<file path="config.mk">
export PLATFORM = sky130hd
export DESIGN_NAME = etc_block_pixel_sequencer
export DESIGN_NICKNAME = d
export VERILOG_FILES = /design/src/rtl/etc_block_pixel_sequencer.sv
export SDC_FILE = /design/constraint.sdc
export NUM_CORES = 1
export LEC_CHECK = 0
export CORE_MARGIN = 3
export CORE_UTILIZATION = 43
export DETAILED_ROUTE_END_ITERATION = 7
export PLACE_DENSITY_LB_ADDON = 0.15
export SYNTH_ARGS = -nofsm -noshare
export SYNTH_HDL_FRONTEND = slang
export SYNTH_SLANG_ARGS = --single-unit
</file>
<file path="constraint.sdc">
create_clock -name sclk -period 6.6 [get_ports sclk]
set_input_delay 1.32 -clock sclk [delete_from_list [all_inputs] [get_ports sclk]]
set_output_delay 1.32 -clock sclk [all_outputs]
set_load 0.05 [all_outputs]
</file>
<file path="src/rtl/etc_block_pixel_sequencer.sv">
`default_nettype none
// ============================================================================
// Module   : etc_block_pixel_sequencer
// Brief    : Steps the ETC2 decoder through 16 pixels of one block and drains
//            the tile as four 128-bit row beats. Option: ETC_SEQ_TIMEOUT_EN.
// Revision : 1.0
// ============================================================================
module etc_block_pixel_sequencer #(
    parameter int TIMEOUT = 64,
    parameter int PIX_W   = 8
) (
    input  logic                 sclk,
    input  logic                 rsrt,
    input  logic                 in_valid,
    output logic                 in_ready,
    input  logic [63:0]          in_block,
    input  logic [0:2]           in_mode,
    input  logic                 in_alpha,
    output logic                 dec_rtr,
    output logic [63:0]          dec_block,
    output logic [0:2]           dec_mode,
    output logic                 dec_aplha,
    output logic [3:0]           dec_pixIdx,
    input  logic                 dec_color_rts,
    input  logic [PIX_W-1:0]     dec_r,
    input  logic [PIX_W-1:0]     dec_g,
    input  logic [PIX_W-1:0]     dec_b,
    input  logic [PIX_W-1:0]     dec_a,
    output logic                 out_valid,
    input  logic                 out_ready,
    output logic [16*PIX_W-1:0]  out_data,
    output logic [1:0]           out_row,
    output logic                 out_last,
    output logic                 busy,
    output logic                 err
);

    localparam logic [1:0] ST_IDLE  = 2'd0;
    localparam logic [1:0] ST_ISSUE = 2'd1;
    localparam logic [1:0] ST_WAIT  = 2'd2;
    localparam logic [1:0] ST_DRAIN = 2'd3;

    localparam logic [4*PIX_W-1:0] C_MAGENTA =
        {{PIX_W{1'b1}}, {PIX_W{1'b0}}, {PIX_W{1'b1}}, {PIX_W{1'b1}}};

    logic [1:0]         state_q, state_d;
    logic [3:0]         cnt_q, cnt_d;
    logic [1:0]         row_q, row_d;
    logic [63:0]        block_q, block_d;
    logic [0:2]         mode_q, mode_d;
    logic               alpha_q, alpha_d;
    logic [4*PIX_W-1:0] tile_q [16];

    logic               w_accept;
    logic               w_tmo;
    logic               w_pix_done;
    logic [4*PIX_W-1:0] w_wdata;
    logic [16*PIX_W-1:0] w_row_data;

    assign w_accept   = (state_q == ST_IDLE) && in_valid;
    assign w_pix_done = (state_q == ST_WAIT) && (dec_color_rts || w_tmo);
    assign w_wdata    = w_tmo ? C_MAGENTA : {dec_r, dec_g, dec_b, dec_a};

    // State register
    always_ff @(posedge sclk) begin
        if (rsrt) state_q <= ST_IDLE;
        else      state_q <= state_d;
    end

    // Next-state logic
    always_comb begin
        state_d = state_q;
        case (state_q)
            ST_IDLE:  if (w_accept) state_d = ST_ISSUE;
            ST_ISSUE: state_d = ST_WAIT;
            ST_WAIT:  if (w_pix_done) state_d = (cnt_q == 4'd15) ? ST_DRAIN : ST_ISSUE;
            ST_DRAIN: if (out_ready && (row_q == 2'd3)) state_d = ST_IDLE;
            default:  state_d = ST_IDLE;
        endcase
    end

    // Output logic
    always_comb begin
        in_ready  = (state_q == ST_IDLE);
        dec_rtr   = (state_q == ST_ISSUE);
        out_valid = (state_q == ST_DRAIN);
        out_last  = (state_q == ST_DRAIN) && (row_q == 2'd3);
        busy      = (state_q != ST_IDLE);
    end

    always_comb begin
        cnt_d   = cnt_q;
        row_d   = row_q;
        block_d = block_q;
        mode_d  = mode_q;
        alpha_d = alpha_q;
        if (w_accept) begin
            block_d = in_block;
            mode_d  = in_mode;
            alpha_d = in_alpha;
            cnt_d   = 4'd0;
        end
        if (w_pix_done) begin
            if (cnt_q == 4'd15) row_d = 2'd0;
            else                cnt_d = cnt_q + 4'd1;
        end
        if ((state_q == ST_DRAIN) && out_ready) row_d = row_q + 2'd1;
    end

    always_ff @(posedge sclk) begin
        if (rsrt) begin
            cnt_q   <= 4'd0;
            row_q   <= 2'd0;
            block_q <= 64'd0;
            mode_q  <= 3'd0;
            alpha_q <= 1'b0;
        end else begin
            cnt_q   <= cnt_d;
            row_q   <= row_d;
            block_q <= block_d;
            mode_q  <= mode_d;
            alpha_q <= alpha_d;
        end
    end

    // Tile contents need no reset; every slot is rewritten before a drain
    always_ff @(posedge sclk) begin
        if (w_pix_done) tile_q[cnt_q] <= w_wdata;
    end

    // Column-major ETC indexing: row y, column x lives in slot x*4 + y
    for (genvar x = 0; x < 4; x++) begin : g_col
        assign w_row_data[x*4*PIX_W +: 4*PIX_W] = tile_q[{2'(x), row_q}];
    end

`ifdef ETC_SEQ_TIMEOUT_EN
    localparam int TW = $clog2(TIMEOUT + 1);
    logic [TW-1:0] tmo_q, tmo_d;
    logic          err_q, err_d;

    always_comb begin
        tmo_d = tmo_q;
        err_d = err_q | w_tmo;
        if (state_q == ST_ISSUE)     tmo_d = '0;
        else if (state_q == ST_WAIT) tmo_d = tmo_q + TW'(1);
    end

    always_ff @(posedge sclk) begin
        if (rsrt) begin
            tmo_q <= '0;
            err_q <= 1'b0;
        end else begin
            tmo_q <= tmo_d;
            err_q <= err_d;
        end
    end

    assign w_tmo = (state_q == ST_WAIT) && !dec_color_rts && (tmo_q == TW'(TIMEOUT - 1));
    assign err   = err_q;
`else
    assign w_tmo = 1'b0;
    assign err   = 1'b0;
`endif

    assign dec_block  = block_q;
    assign dec_mode   = mode_q;
    assign dec_aplha  = alpha_q;
    assign dec_pixIdx = cnt_q;
    assign out_data   = w_row_data;
    assign out_row    = row_q;

endmodule
`default_nettype wire

</file>
# Word level (Yosys, flattened, before mapping)
# Memories as Yosys holds them, arrays and structs flattened. A register that Yosys moved wholly into a read port is not among the register bits.
# Cells that the tools add are included.
word_totals:
  ramBits: 512
  ff_bits: 76
  output_inout_bits: 208
  mem_count: 1
  input_bits: 105
  word_cells: 49
mem_list:
  columns: ["memory", "depth", "word_bits", "read_ports", "rd_ports_with_merged_regs", "wr", "line_no", "rtl"]
  rows:
  - ["tile_q", 16, 32, 4, 4, 1, "52", "logic [4*PIX_W-1:0] tile_q [16];"]
op_classes:
  eq_ne: 8
  reduce_logical: 11
  add_sub_neg: 2
  mux: 21
op_table:
  columns: ["operator", "count"]
  rows:
  - ["$mux 4", 11]
  - ["$mux 2", 7]
  - ["$pmux 2 s4", 1]
  - ["$eq 2x2->1 const B", 3]
  - ["$reduce_bool 2->1", 3]
  - ["$logic_and 1x1->1", 5]
  - ["$add 4x1->4 const B", 1]
  - ["$eq 4x4->1 const B", 1]
  - ["$ne 2x1->1 const B", 2]
  - ["$reduce_and 3->1", 1]
  - ["$add 2x1->2 const B", 1]
  - ["$eq 2x1->1 const B", 1]
  - ["$logic_not 2->1", 1]
  - ["$mux 1", 2]
  - ["$ne 2x2->1 const B", 1]
  - ["$reduce_and 2->1", 1]

# Depth between registers and ports, before layout
depth:
  depth_word: 6
  ltp_mapped: 5
  depth_no_buf: 4

# Worst setup path before layout
# No wires, ideal clock.
synth_path:
  path_kind: "input -> register"
  start: "in dec_color_rts"
  end: "mem tile_q[0][0] in the netlist's numbering (enable)"
  n_path_buf: 1
  path_stages: 4
  t_required_ns: 6.139
  setup_time_ns: 0.461
  arrival_time_ns: 4.004
  setup_slack_ns: 2.135
  cell_sequence: "and3b_1 -> clkbuf_1 -> nand2_1 -> nor3_1"
synth_between:
  elab_chain_len: 3
synth_rtl:
  columns: ["item", "line_no", "rtl"]
  rows:
  - ["from (decl)", "24", "input logic dec_color_rts,"]
  - ["$logic_and 1x1->1", "61", "assign w_pix_done = (state_q == ST_WAIT) && (dec_color_rts || w_tmo);"]
  - ["$mux 1", "128", "if (w_pix_done) tile_q[cnt_q] <= w_wdata;"]
  - ["$mux 1 (not written as such)", "128", null]
  - ["to (decl)", "52", null]
# Every way passes these cells.

==> summary.md <==
| Metric | Value |
|---|---|
| Core Region | 49300 sq um |
| Cell family with most CP delay | buffers and inverters |
| Clock slew at reported path FFs | 0.06 ns |
| Synth area leader | edfxtp_1 |
| Top-count cell post-synth | edfxtp_1 |
| Mapped Area | 21600 sq um |
| Die height | 230 um |
| Clock skew | 0.0190 ns |
| Via count | 11092 |
| ANT nets after route | 0 |
| First-pass GRT wire length | 75700 um |
| Reg2reg start | state_q[1] |
| Vias in the first global route | 11556 |
| CTS H-tree lvls | 2 |
| Final slew viol count | 0 |
| Min-delay worst type | reg -> reg |
| Routed wire length | 51100 um |
| Worst setup SP type | flop |
| Root Buffer | clkbuf_16 |
| Max_cap viols | 0 |
| DR pass1 iterations | 5 |
| Starting DRT DRC Count | 671 |
| Hold buffer count at CTS | 0 |
| Period minus WS final | 4.72 ns |
| Status | complete, no violations |
| Area contributors post-synth | edfxtp_1 (71%), mux4_2 (13%), dfxtp_1 (7.2%) |
| Synth cell count leaders | edfxtp_1 (512), nand2_1 (143), mux4_2 (128) |
| Layout cells sized above 1 | 17.5% |
| Req. time, crit path | 5.28 ns |
| Hpwl dp | 28700 um |
| CP Capture Type | output pin |
| CTS Buf Count | 60 |
| Hold_ws | 0.453 ns |
| Hold Fails Final Rpt | 0 |
| Mapped Cells | 1059 |
| Count of cell types in the netlist | 35 |
| Starting Density | 43.8% |
| Worst r2r path cells | 4 |
| Fin crit share | 71.6% |
| Clk Latency, worst-skew pair | 0.61 ns |
| Syn_nets | 1169 |
| YS warnings | 0 |
| Die X | 230 um |
| Seq/Total Area, Yosys | 78.5% |
| Sum Neg Setup Slack | 0 ns |
| Worst Slack Setup Final | 1.88 ns |
| Leakage | 8.55 nW |
| Final #Nets | 1506 |
| Worst slew margin | 30.4% |
| Top FF cell, synth | edfxtp_1 |
| Largest net degree at the start of global routing | 69 |
| CP Class | reg -> out |
| Hold EP | dec_block[20] |
| RSZ-0062 raised after global routing | no |
| Clock buffer depth | 3 |
| Crit path largest cell delay | 0.99 ns |
| R2R Path End | tile_q[6][24] |
| Hold path depth | 2 |
| Post-synth EDFFs | 512 |
| Routed len/inst | 24.3 um |
| Fmax | 212 MHz |
| Row count | 81 |
| Initial antenna violation count | 1 |
| TritonCTS clock tree | done |
| Vias per std cell | 5.27 |
| Die area | 52900 sq um |
| CTS sink cnt | 590 |
| R2r setup slk | 3.79 ns |
| Post_cts resized | 0 |
| Hold path start | dec_block[20] |
| Setup slack at placement | 2.43 ns |
| GRT Resource Usage Total | 19.3% |
| GPL Wtd Cong | 0.728 |
| Final Setup Violations | 0 |
| IO Pins | 313 |
| Post-CTS setup buffer count | 0 |
| FF+latch count, synth | 590 |
| Mean Syn Cell Area | 20.4 sq um |
| IO Port Bufs | 311 |
| Synth top area share | 71.3% |
| Slowest CP cell | dfxtp_4 |
| Actual slew at the worst max-slew pin | 1.04 ns |
| Crit path cell chain | buf_12 -> mux4_2 -> clkdlybuf4s50_1 |
| Asr flop ratio synth | 0% |
| CP arrival | 3.40 ns |
| Drc violations | 0 |
| P&R area growth vs syn | 26.6% |
| Maximum VDD drop | 0.214 mV |
| Bufs and invs on worst path | 2 |
| Grt total ovfl | 0 |
| P per Cell Area | 293 nW/um^2 |
| CP max FO | 67 |
-- cell usage in the layout (no fill, tap or decap), types with 6 or more instances in the layout --
cell,Yosys,final
edfxtp_1,512,512
nand2_1,143,143
nand3_1,6,6
nor2_4,0,12
clkdlybuf4s50_1,0,310
buf_4,8,19
bufinv_16,0,6
clkinv_1,0,14
clkbuf_1,12,14
dfxtp_1,78,76
clkbuf_16,0,61
a21oi_1,78,78
mux4_2,128,128
-- tightest hold or removal path: cells and delay by family (launching register included) --
family | cells | cell delay (ns)
AO/OA/AOI/OAI | 1 | 0.05
flip-flops | 1 | 0.30
AND/OR/NAND/NOR | 1 | 0.05
-- area by class of cell --
cell class / count / area, sq um
clock inverter: 30 / 299
antenna: 1 / 2.50
clock buffer: 75 / 1580
multi-input combinational: 407 / 4320
fill: 3842 / 22000
inverter: 4 / 15.0
sequential: 590 / 16900
timing repair buffer: 333 / 3310
tap: 664 / 831
-- sequential cells by signal (all words and copies together), names as in the netlist, named ones only --
signal      flops
dec_mode        3
out_row         2
tile_q        512
state_q         2
dec_aplha       1
dec_block      64
dec_pixIdx      4
-- routing by layer --
layer	GRT usage (%)	part of all wire, %	vias up
met5	0	0	-
li1	-	-	4883
met4	4.36	1.6	0
met3	5.90	7.4	64
met2	31.5	49	362
met1	25.9	42	5783
-- power by group --
part           internal (mW)  switching (mW)
clock                   1.91            1.35
combinational          0.219           0.398
sequential              4.10          0.0324
total                   6.23            1.78
-- stage by stage --
stage                     power (mW)  instance area, sq um  utilization [%]  instances
final                           8.01                 27300             55.4       2104
after global placement          4.83                 25400             51.6       1998
after detailed placement        4.83                 25400             51.6       1998
after floorplan                 4.58                 21600                -       1059
after CTS                       8.11                 27300             55.4       2103
after global routing            8.30                 27300             55.4       2104
-- logic make-up after synthesis --
family / count (synthesis) / share of synthesized area, %
flops: 590 / 78.5
simple gates: 182 / 3.53
mux: 129 / 13.4
compound gates: 90 / 2.24
buf+inv: 62 / 1.99
fa+ha+maj: 5 / 0.290
other cells: 1 / 0.0174
-- worst max path at each step --
| stage | from | to | slack (ns) | depth (start not counted) |
|---|---|---|---|---|
| global route | flop | out_data[34] | 1.67 | 3 |
| floorplan | dec_color_rts | tile_q[0][0] | 2.13 | 4 |
| CTS | flop | out_data[34] | 1.75 | 3 |
| global placement | flop | out_data[34] | 2.45 | 3 |
| detailed placement | flop | out_data[34] | 2.43 | 3 |
| finish | flop | out_data[31] | 1.88 | 3 |
(Power assumes the default switching activity.)
